`src/rtl/shift_sequencer_pkg.sv`:
```
// Shared op encodings, FSM states and op classification for the shift sequencer.
package shift_sequencer_pkg;

    localparam int unsigned OP_W = 3;

    typedef enum logic [OP_W-1:0] {
        OP_HOLD = 3'b000,
        OP_SHL  = 3'b001,
        OP_SHR  = 3'b010,
        OP_LOAD = 3'b011,
        OP_ROL  = 3'b100,
        OP_ROR  = 3'b101,
        OP_ASR  = 3'b110,
        OP_RSVD = 3'b111
    } op_e;

    typedef enum logic [1:0] {
        ST_IDLE = 2'b00,
        ST_RUN  = 2'b01,
        ST_DONE = 2'b10
    } state_e;

    // Ops that may be repeated by a burst.
    function automatic logic is_shift(input op_e op);
        return (op == OP_SHL) || (op == OP_SHR) || (op == OP_ROL) ||
               (op == OP_ROR) || (op == OP_ASR);
    endfunction

endpackage

```
`src/rtl/shift_sequencer_if.sv`:
```
// Control/data bundle between a driver and the shift sequencer.
interface shift_sequencer_if #(
    parameter int unsigned N  = 8,
    parameter int unsigned S  = 1,
    parameter int unsigned CW = $clog2(N + 1)
) ();
    import shift_sequencer_pkg::*;

    logic            clr;
    logic [OP_W-1:0] op;
    logic [S-1:0]    s_in;
    logic [N-1:0]    p_in;
    logic            start;
    logic [CW-1:0]   cnt;
    logic [N-1:0]    p_out;
    logic [S-1:0]    s_out_r;
    logic [S-1:0]    s_out_l;
    logic            busy;
    logic            done;

    modport master (
        output clr, op, s_in, p_in, start, cnt,
        input  p_out, s_out_r, s_out_l, busy, done
    );

    modport slave (
        input  clr, op, s_in, p_in, start, cnt,
        output p_out, s_out_r, s_out_l, busy, done
    );
endinterface

```
`src/rtl/shift_sequencer_shift_step.sv`:
```
// Combinational next register value for one op application.
module shift_step
    import shift_sequencer_pkg::*;
#(
    parameter int unsigned N = 8,
    parameter int unsigned S = 1
) (
    input  logic [N-1:0] r,
    input  op_e          op,
    input  logic [S-1:0] s_in,
    input  logic [N-1:0] p_in,
    output logic [N-1:0] r_next
);

    // Select the op result; reserved code holds like HOLD.
    always_comb begin
        r_next = r;
        case (op)
            OP_SHL:  r_next = {r[N-S-1:0], s_in};
            OP_SHR:  r_next = {s_in, r[N-1:S]};
            OP_LOAD: r_next = p_in;
            OP_ROL:  r_next = {r[N-S-1:0], r[N-1:N-S]};
            OP_ROR:  r_next = {r[S-1:0], r[N-1:S]};
            OP_ASR:  r_next = {{S{r[N-1]}}, r[N-1:S]};
            default: r_next = r;
        endcase
    end

endmodule

```
`src/rtl/shift_sequencer.sv`:
```
// Shift register with single-op mode and counted shift bursts.
module shift_sequencer
    import shift_sequencer_pkg::*;
#(
    parameter int unsigned N  = 8,
    parameter int unsigned S  = 1,
    parameter int unsigned CW = $clog2(N + 1)
) (
    input  logic            clk,
    input  logic            reset_n,
    shift_sequencer_if.slave bus
);

    state_e        state_q, state_d;
    logic [N-1:0]  r_q, r_d, r_next;
    logic [CW-1:0] cnt_q, cnt_d;
    op_e           op_q, op_d;
    op_e           op_in, step_op;
    logic          burst_ok;
    logic          busy_q, done_q;

    assign op_in    = op_e'(bus.op);
    assign burst_ok = is_shift(op_in) && (bus.cnt != '0);
    // A running burst replays the captured op; otherwise the live op is used.
    assign step_op  = (state_q == ST_RUN) ? op_q : op_in;

    shift_step #(.N(N), .S(S)) u_step (
        .r      (r_q),
        .op     (step_op),
        .s_in   (bus.s_in),
        .p_in   (bus.p_in),
        .r_next (r_next)
    );

    // FSM state register; busy/done registered from the next state so they track state only.
    always_ff @(posedge clk or negedge reset_n) begin
        if (!reset_n) begin
            state_q <= ST_IDLE;
            busy_q  <= 1'b0;
            done_q  <= 1'b0;
        end else begin
            state_q <= state_d;
            busy_q  <= (state_d != ST_IDLE);
            done_q  <= (state_d == ST_DONE);
        end
    end

    // Next-state logic: clear wins, then burst sequencing.
    always_comb begin
        state_d = state_q;
        if (bus.clr) begin
            state_d = ST_IDLE;
        end else begin
            case (state_q)
                ST_IDLE: if (bus.start) state_d = burst_ok ? ST_RUN : ST_DONE;
                ST_RUN:  if (cnt_q == CW'(1)) state_d = ST_DONE;
                ST_DONE: state_d = ST_IDLE;
                default: state_d = ST_IDLE;
            endcase
        end
    end

    // Datapath next values for register, step counter and captured op.
    always_comb begin
        r_d   = r_q;
        cnt_d = cnt_q;
        op_d  = op_q;
        if (bus.clr) begin
            r_d   = '0;
            cnt_d = '0;
        end else begin
            case (state_q)
                ST_IDLE: begin
                    if (!bus.start) begin
                        r_d = r_next;
                    end else if (burst_ok) begin
                        cnt_d = bus.cnt;
                        op_d  = op_in;
                    end
                end
                ST_RUN: begin
                    r_d   = r_next;
                    cnt_d = cnt_q - CW'(1);
                end
                default: ;
            endcase
        end
    end

    // Datapath registers.
    always_ff @(posedge clk or negedge reset_n) begin
        if (!reset_n) begin
            r_q   <= '0;
            cnt_q <= '0;
            op_q  <= OP_HOLD;
        end else begin
            r_q   <= r_d;
            cnt_q <= cnt_d;
            op_q  <= op_d;
        end
    end

    assign bus.p_out   = r_q;
    assign bus.s_out_r = r_q[S-1:0];
    assign bus.s_out_l = r_q[N-1:N-S];
    assign bus.busy    = busy_q;
    assign bus.done    = done_q;

endmodule

```
`src/flat_wrapper.sv`:
```
// flat-port wrapper written by rule: the top's interface ports become plain ports
module shift_sequencer_flat import shift_sequencer_pkg::*;
#(
    parameter int unsigned N  = 8,
    parameter int unsigned S  = 1,
    parameter int unsigned CW = $clog2(N + 1)
)
  (clk, reset_n, bus_clr, bus_op, bus_s_in, bus_p_in, bus_start, bus_cnt, bus_p_out, bus_s_out_r, bus_s_out_l, bus_busy, bus_done);
  shift_sequencer_if #(.N(N), .S(S), .CW(CW)) bus_i ();
  input  logic clk;
  input  logic reset_n;
  input wire logic [$bits(bus_i.clr)-1:0] bus_clr;
  input wire logic [$bits(bus_i.op)-1:0] bus_op;
  input wire logic [$bits(bus_i.s_in)-1:0] bus_s_in;
  input wire logic [$bits(bus_i.p_in)-1:0] bus_p_in;
  input wire logic [$bits(bus_i.start)-1:0] bus_start;
  input wire logic [$bits(bus_i.cnt)-1:0] bus_cnt;
  output wire logic [$bits(bus_i.p_out)-1:0] bus_p_out;
  output wire logic [$bits(bus_i.s_out_r)-1:0] bus_s_out_r;
  output wire logic [$bits(bus_i.s_out_l)-1:0] bus_s_out_l;
  output wire logic [$bits(bus_i.busy)-1:0] bus_busy;
  output wire logic [$bits(bus_i.done)-1:0] bus_done;
  assign bus_i.clr = bus_clr;
  assign bus_i.op = bus_op;
  assign bus_i.s_in = bus_s_in;
  assign bus_i.p_in = bus_p_in;
  assign bus_i.start = bus_start;
  assign bus_i.cnt = bus_cnt;
  assign bus_p_out = bus_i.p_out;
  assign bus_s_out_r = bus_i.s_out_r;
  assign bus_s_out_l = bus_i.s_out_l;
  assign bus_busy = bus_i.busy;
  assign bus_done = bus_i.done;
  shift_sequencer #(.N(N), .S(S), .CW(CW)) u_core (.clk(clk), .reset_n(reset_n), .bus(bus_i));
endmodule
```
`config.mk`:
```
export PLATFORM = sky130hd
export DESIGN_NAME = shift_sequencer_flat
export DESIGN_NICKNAME = d
export VERILOG_FILES = /design/src/rtl/shift_sequencer_pkg.sv /design/src/rtl/shift_sequencer_if.sv /design/src/rtl/shift_sequencer_shift_step.sv /design/src/rtl/shift_sequencer.sv /design/src/flat_wrapper.sv
export SDC_FILE = /design/constraint.sdc
export NUM_CORES = 1
export LEC_CHECK = 0
export CAP_MARGIN = 20
export CELL_PAD_IN_SITES_DETAIL_PLACEMENT = 1
export CELL_PAD_IN_SITES_GLOBAL_PLACEMENT = 1
export CORE_MARGIN = 2
export CORE_UTILIZATION = 32
export DETAILED_ROUTE_END_ITERATION = 6
export PLACE_DENSITY_LB_ADDON = 0.1
export SLEW_MARGIN = 20
export SYNTH_ARGS = -nofsm -noshare
export SYNTH_HDL_FRONTEND = slang
export SYNTH_SLANG_ARGS = --single-unit
export TNS_END_PERCENT = 50
```
`constraint.sdc`:
```
create_clock -name clk -period 1.88 [get_ports clk]
set_input_delay 0.376 -clock clk [delete_from_list [all_inputs] [get_ports clk]]
set_output_delay 0.376 -clock clk [all_outputs]
set_load 0.01 [all_outputs]
```
Yosys cells after proc, flatten, opt, wreduce, memory -nomap -nowiden
Cells that the tools add are included.
{ "classes": {"reduce_logical": 12, "addsub": 1, "n_mux": 14, "n_eq_ne": 17, "bitwise": 1} }
{ "op_table": {"columns": ["cell", "n"], "rows": [
  ["$pmux 8 s6", 1],
  ["$eq 3x3->1 const B", 6],
  ["$mux 8", 2],
  ["$pmux 8 s2", 1],
  ["$mux 4", 3],
  ["$eq 3x2->1 const B", 3],
  ["$mux 2", 4],
  ["$pmux 4 s2", 1],
  ["$eq 3x1->1 const B", 2],
  ["$ne 3x3->1 const B", 2],
  ["$eq 4x1->1 const B", 1],
  ["$logic_or 1x1->1", 4],
  ["$pmux 2 s2", 1],
  ["$reduce_and 4->1", 1],
  ["$reduce_bool 4->1", 1],
  ["$sub 4x1->4 const B", 1],
  ["$mux 3", 1],
  ["$ne 3x2->1 const B", 1],
  ["$reduce_and 3->1", 1],
  ["$reduce_bool 3->1", 1],
  ["$eq 2x1->1 const B", 1],
  ["$eq 2x2->1 const B", 1],
  ["$logic_not 2->1", 1],
  ["$reduce_and 2->1", 1],
  ["other kinds (3)", 3]
]} }
{ "totals": {"ff_bits": 19, "input_bits": 20} }

Longest topological paths before layout
{ "depth": {"depth_word": 11, "ltp_mapped": 7, "ltp_nobuf": 5} }

By module
A second synthesis with hierarchy kept.
{ "hier_totals": {"hier_cells": 183, "area_unflattened_um2": 1661.6} }
{ "by_module_without_submodules": {"columns": ["module", "seq_area_each_um2", "area_per_inst_um2", "instances", "cells_each"], "rows": [
  ["shift_sequencer", 475.5, 1076.0, 1, 95],
  ["shift_step", 0.0, 585.6, 1, 88]
]} }

Least setup slack after synthesis
OpenSTA, ideal clock, no wires.
{ "synth_path": {"path_type": "reg-to-reg", "from": "register u_core.state_q[1]", "to": "register u_core.r_q[0] (netlist: u_core.bus.p_out[0])", "synth_period_minus_slack_ns": 2.079, "path_buffers": 1, "setup_time_ns": 0.101, "path_slack_ns": -0.199, "stages_incl_launch_ff": 7, "arrival_time_ns": 1.978, "path_cell_list": "dfrtp_1 > nor2b_2 > mux2_4 > mux2_4 > or3_1 > buf_2 > o32ai_1"} }
{ "synth_via": {"elab_chain_len": 7, "elab_cells_between_ends": 16, "classes_between": "8 x eq/ne; 5 x mux; 3 x reduce/logical"} }
{ "synth_rtl": {"columns": ["item", "line_no", "source"], "rows": [
  ["from (decl)", "shift_sequencer.sv:14", "state_e state_q, state_d;"],
  ["from (signal assigned)", "shift_sequencer.sv:42", "state_q <= state_d;"],
  ["$eq 2x1->1", "shift_sequencer.sv:25, shift_sequencer.sv:72", null],
  ["$mux 3", "shift_sequencer.sv:25", "assign step_op = (state_q == ST_RUN) ? op_q : op_in;"],
  ["$eq 3x3->1 (tied with other cells)", "shift_sequencer_shift_step.sv:18", "case (op)"],
  ["$pmux 8 s6", "shift_sequencer_shift_step.sv:18", null],
  ["$mux 8", "shift_sequencer.sv:74", "if (!bus.start) begin"],
  ["$pmux 8 s2", "shift_sequencer.sv:72", "case (state_q)"],
  ["$mux 8", "shift_sequencer.sv:68", "if (bus.clr) begin"],
  ["to (signal assigned)", "shift_sequencer.sv:97", "r_q <= r_d;"],
  ["to (decl)", "shift_sequencer.sv:15", "logic [N-1:0] r_q, r_d, r_next;"]
]} }
Parallel ways exist; a longest one is shown, timed or not. The select of a mux whose other input is x is not followed.
A chain may end at the register's enable or synchronous reset.

Worst setup path after layout
{ "layout_path": {"from": "register u_core.state_q[1]", "to": "register u_core.r_q[5] (netlist: u_core.bus.p_out[5])"} }
The elaborated chain is that of the path after synthesis.

==> reports/qor.log <==
qor: power.p_leak 0.000796 uW
qor: floorplan.die_area 0.00425 sq mm
qor: power.power_density 806 mW/mm^2
qor: placed_design.dp_hpwl 2850 um
qor: floorplan.design.core.area 0.00363 sq mm
qor: detailed_routing.routed_wire_length_per_instance 15.8 um
qor: clock_tree.cts_htree_levels 1
qor: finish.syn_to_final_growth 57.3%
qor: clock_tree.post_cts_setup_repair_buffer_count 0
qor: critical_path.cpPeakStageDelay 0.46 ns
qor: critical_path.worst_path_max_delay_cell sky130_fd_sc_hd__dfrtp_2
qor: detailed_routing.drt_wl_total 3670 um
qor: critical_path.crit_top_cell sky130_fd_sc_hd__mux2_4
qor: critical_path.worstPathMaxFanout 7
qor: finish.most-common-layout-cells 28 x sky130_fd_sc_hd__clkdlybuf4s50_1, 25 x sky130_fd_sc_hd__buf_4, 18 x sky130_fd_sc_hd__dfrtp_1, 12 x sky130_fd_sc_hd__nand2_1, 11 x sky130_fd_sc_hd__nor2_1
qor: critical_path.worst-endpoint-required 2.04 ns
qor: timing.period_share 106%
qor: critical_path.critical_path_start u_core.state_q[1]
qor: finish.n_antenna_cell 0
qor: timing.final_hold_viol_count 0
qor: critical_path.crit_type register to register
qor: clock_tree.tritoncts_num_sinks 19
qor: power.max-vdd-ir-drop 351 uV
qor: finish.filler_free_cell_count_of_the_finished_design 232
qor: timing.max_slew_violation_count 0
qor: status.run_status complete, but fails checks
qor: timing.setup_violations 8
qor: floorplan.design.portCount 32
qor: yosys.postSynth.asyncResetShare 100%
qor: power.intPower 999 uW
qor: yosys.netlist-cell-type-count 38
qor: critical_path.timing.rr.start u_core.state_q[1]
qor: global_route.globalRouteTotalUtil 19.1%
qor: placed_design.finalWeightedCongestion 0.872
qor: yosys.synthesis.area_per_instance 9.28 sq um
qor: timing.timing.slew.headroom 68.3%
qor: yosys.number_of_synthesized_flops_with_an_enable_pin 0
qor: critical_path.setup.worst_path.end_class register
qor: global_route.grt_pass1_wl 6370 um
qor: detailed_routing.vias_per_cell 5.16
qor: floorplan.initial_core_util 33.0%
qor: yosys.syn-num-nets 151
qor: yosys.syn_inst 129
qor: finish.most_frequent_standard_cell_in_the_layout_excluding_fill_and_tap_cells sky130_fd_sc_hd__clkdlybuf4s50_1
qor: yosys.synth-warning-count 0
qor: clock_tree.tritoncts built
qor: detailed_routing.routed-via-count 1196
qor: clock_tree.root_buffer sky130_fd_sc_hd__clkbuf_8
qor: clock_tree.hold_buffers 0
qor: global_route.grt_overflow 0
qor: timing.fin_skew 0.00446 ns
qor: timing.fin_crit 1.99 ns
qor: critical_path.reg2reg_depth 5
qor: yosys.total_of_flip_flops_plus_latches_after_synthesis 19
qor: power.combPwrFrac 45.5%
qor: power.sequentialPowerShare 35.7%
qor: critical_path.critical_path_buf_inv_count 0
qor: critical_path.r2r_setup_slack -0.11 ns
qor: floorplan.std_cell_rows 22
qor: global_route.grt_start_max_net_pins 20
qor: yosys.synth_top_flop_cell sky130_fd_sc_hd__dfrtp_1
qor: detailed_routing.drt.antenna.violating_nets 0
qor: critical_path.cp.arrival 2.15 ns
qor: hold_path.worst_hold_path_type input port to async pin
qor: critical_path.setup.worst_path.start_class register
qor: power.p_sw_share 34.1%
qor: flow_run.cap_violations 0
qor: clock_tree.cts_max_path_buffers 2
qor: floorplan.die_width 65.2 um
qor: detailed_routing.detail_route.drc_violations 0
qor: power.net-switching-power 518 uW
qor: timing.hold-worst-slack 0.466 ns
qor: timing.rsz0062_at_grt true
qor: global_route.first_global_vias 1342
qor: placed_design.place_inst 228
qor: placed_design.post-place-ws -0.588 ns
qor: power.clockPowerShare 18.8%
qor: global_route.antenna_found_initial 0
qor: timing.worst_pin_slew 0.475 ns
qor: critical_path.critical_path_depth 5
qor: clock_tree.clock_latency 0.25 ns
qor: critical_path.cp_cell_sequence nor2b_4 > mux2_4 > mux2_4 > or3_4 > o32ai_2
qor: yosys.synthesis.area 0.00120 sq mm
qor: finish.num-nets-final 207
qor: finish.final_layout_size_suffix_gt1_share 30.4%
qor: detailed_routing.detail_route.iter0.violations 35
qor: finish.finish.utilization 51.8%
qor: placed_design.portBuffers 31
qor: critical_path.cpLargestDelayFamily multiplexers
qor: status.violations negative setup slack
qor: timing.timing.fmax 501 MHz
qor: clock_tree.numCtsBuffers 3
qor: detailed_routing.drt_pass1_iterations 4
qor: floorplan.die_span_y 65.2 um
qor: yosys.synth-seq-area-share 39.7%
qor: timing.worst_slack -0.115 ns
qor: critical_path.crit-reg2reg-capture u_core.bus.p_out[5]
qor: clock_tree.worst_setup_hold_path_clk_slew 0.08 ns
stage by stage:
step                      setup TNS (ns)  total power (uW)  cell area (sq um)
after global placement             -5.68              1150               1730
after global routing               -1.43              1620               1880
after detailed placement           -6.58              1170               1730
after floorplan                    -1.39               855               1200
final                             -0.669              1520               1880
after CTS                          -1.05              1530               1860
cell usage after synthesis (2+ instances only):
library cell	instances	area share, %
sky130_fd_sc_hd__a21oi_1	5	2.1
sky130_fd_sc_hd__a31oi_1	2	1.0
sky130_fd_sc_hd__buf_2	2	0.84
sky130_fd_sc_hd__buf_4	3	1.9
sky130_fd_sc_hd__dfrtp_1	19	40
sky130_fd_sc_hd__ha_1	2	2.1
sky130_fd_sc_hd__inv_1	9	2.8
sky130_fd_sc_hd__mux2_2	4	3.8
sky130_fd_sc_hd__mux2_4	2	2.5
sky130_fd_sc_hd__mux2i_1	6	5.0
sky130_fd_sc_hd__nand2_1	12	3.8
sky130_fd_sc_hd__nand3_1	4	1.7
sky130_fd_sc_hd__nor2_1	11	3.4
sky130_fd_sc_hd__nor3_1	4	1.7
sky130_fd_sc_hd__nor3b_1	4	2.5
sky130_fd_sc_hd__o21bai_1	2	1.3
sky130_fd_sc_hd__o22ai_1	7	3.7
sky130_fd_sc_hd__o31ai_1	2	1.3
sky130_fd_sc_hd__o32ai_1	8	5.9
sky130_fd_sc_hd__or3_1	2	1.0
sky130_fd_sc_hd__or4b_2	2	1.7
cell families after synthesis:
kind of cell	share of synthesized area, %
XOR/XNOR	0.732
flip-flops	39.7
AND/OR/NAND/NOR	20.6
adder cells (fa/ha/maj)	2.09
AO/OA/AOI/OAI	19.7
multiplexers	11.3
buffers and inverters	5.85
flip-flops by register name, indices dropped and copies added (netlist names):
signal and flops:
u_core.op_q 3, u_core.bus.p_out 8, u_core.state_q 2, u_core.bus.busy 1, u_core.bus.done 1, u_core.cnt_q 4
power by group through the flow:
stage	logic, uW	clock network, uW	registers [uW]
after detailed placement	623	0	548
after CTS	691	301	541
after global placement	606	0	545
final	690	285	542
after floorplan	300	0	555
after global routing	759	309	553
how the worst max path moves through the flow:
stage / to / slack, ns
finish: u_core.bus.p_out[5] / -0.11
global route: u_core.bus.p_out[4] / -0.20
CTS: u_core.op_q[1] / -0.13
detailed placement: u_core.bus.p_out[0] / -0.59
global placement: u_core.bus.p_out[4] / -0.49
floorplan: u_core.bus.p_out[0] / -0.20
layout make-up:
cell class                      count  area [sq um]
Clock buffer                        3          41.3
Multi-Input combinational cell     95           757
Clock inverter                      1          5.00
Inverter                            9          33.8
Fill cell                         423          1750
Sequential cell                    19           477
Timing Repair Buffer               57           509
Tap cell                           48          60.1
per-layer routing:
| metal | vias to the layer above | wire (um) | track usage, % |
|---|---|---|---|
| met3 | 2 | 94 | 1.88 |
| met5 | - | 0 | 0 |
| met2 | 16 | 1890 | 33.2 |
| met4 | 0 | 21 | 4.95 |
| met1 | 590 | 1660 | 25.5 |
| li1 | 588 | - | - |
repair_timing:
action,CTS,global route
resized for setup,16,6
endpoints found under the setup margin,11,14
pin swaps,8,2
Note: power is estimated with default switching activity, not from simulation.
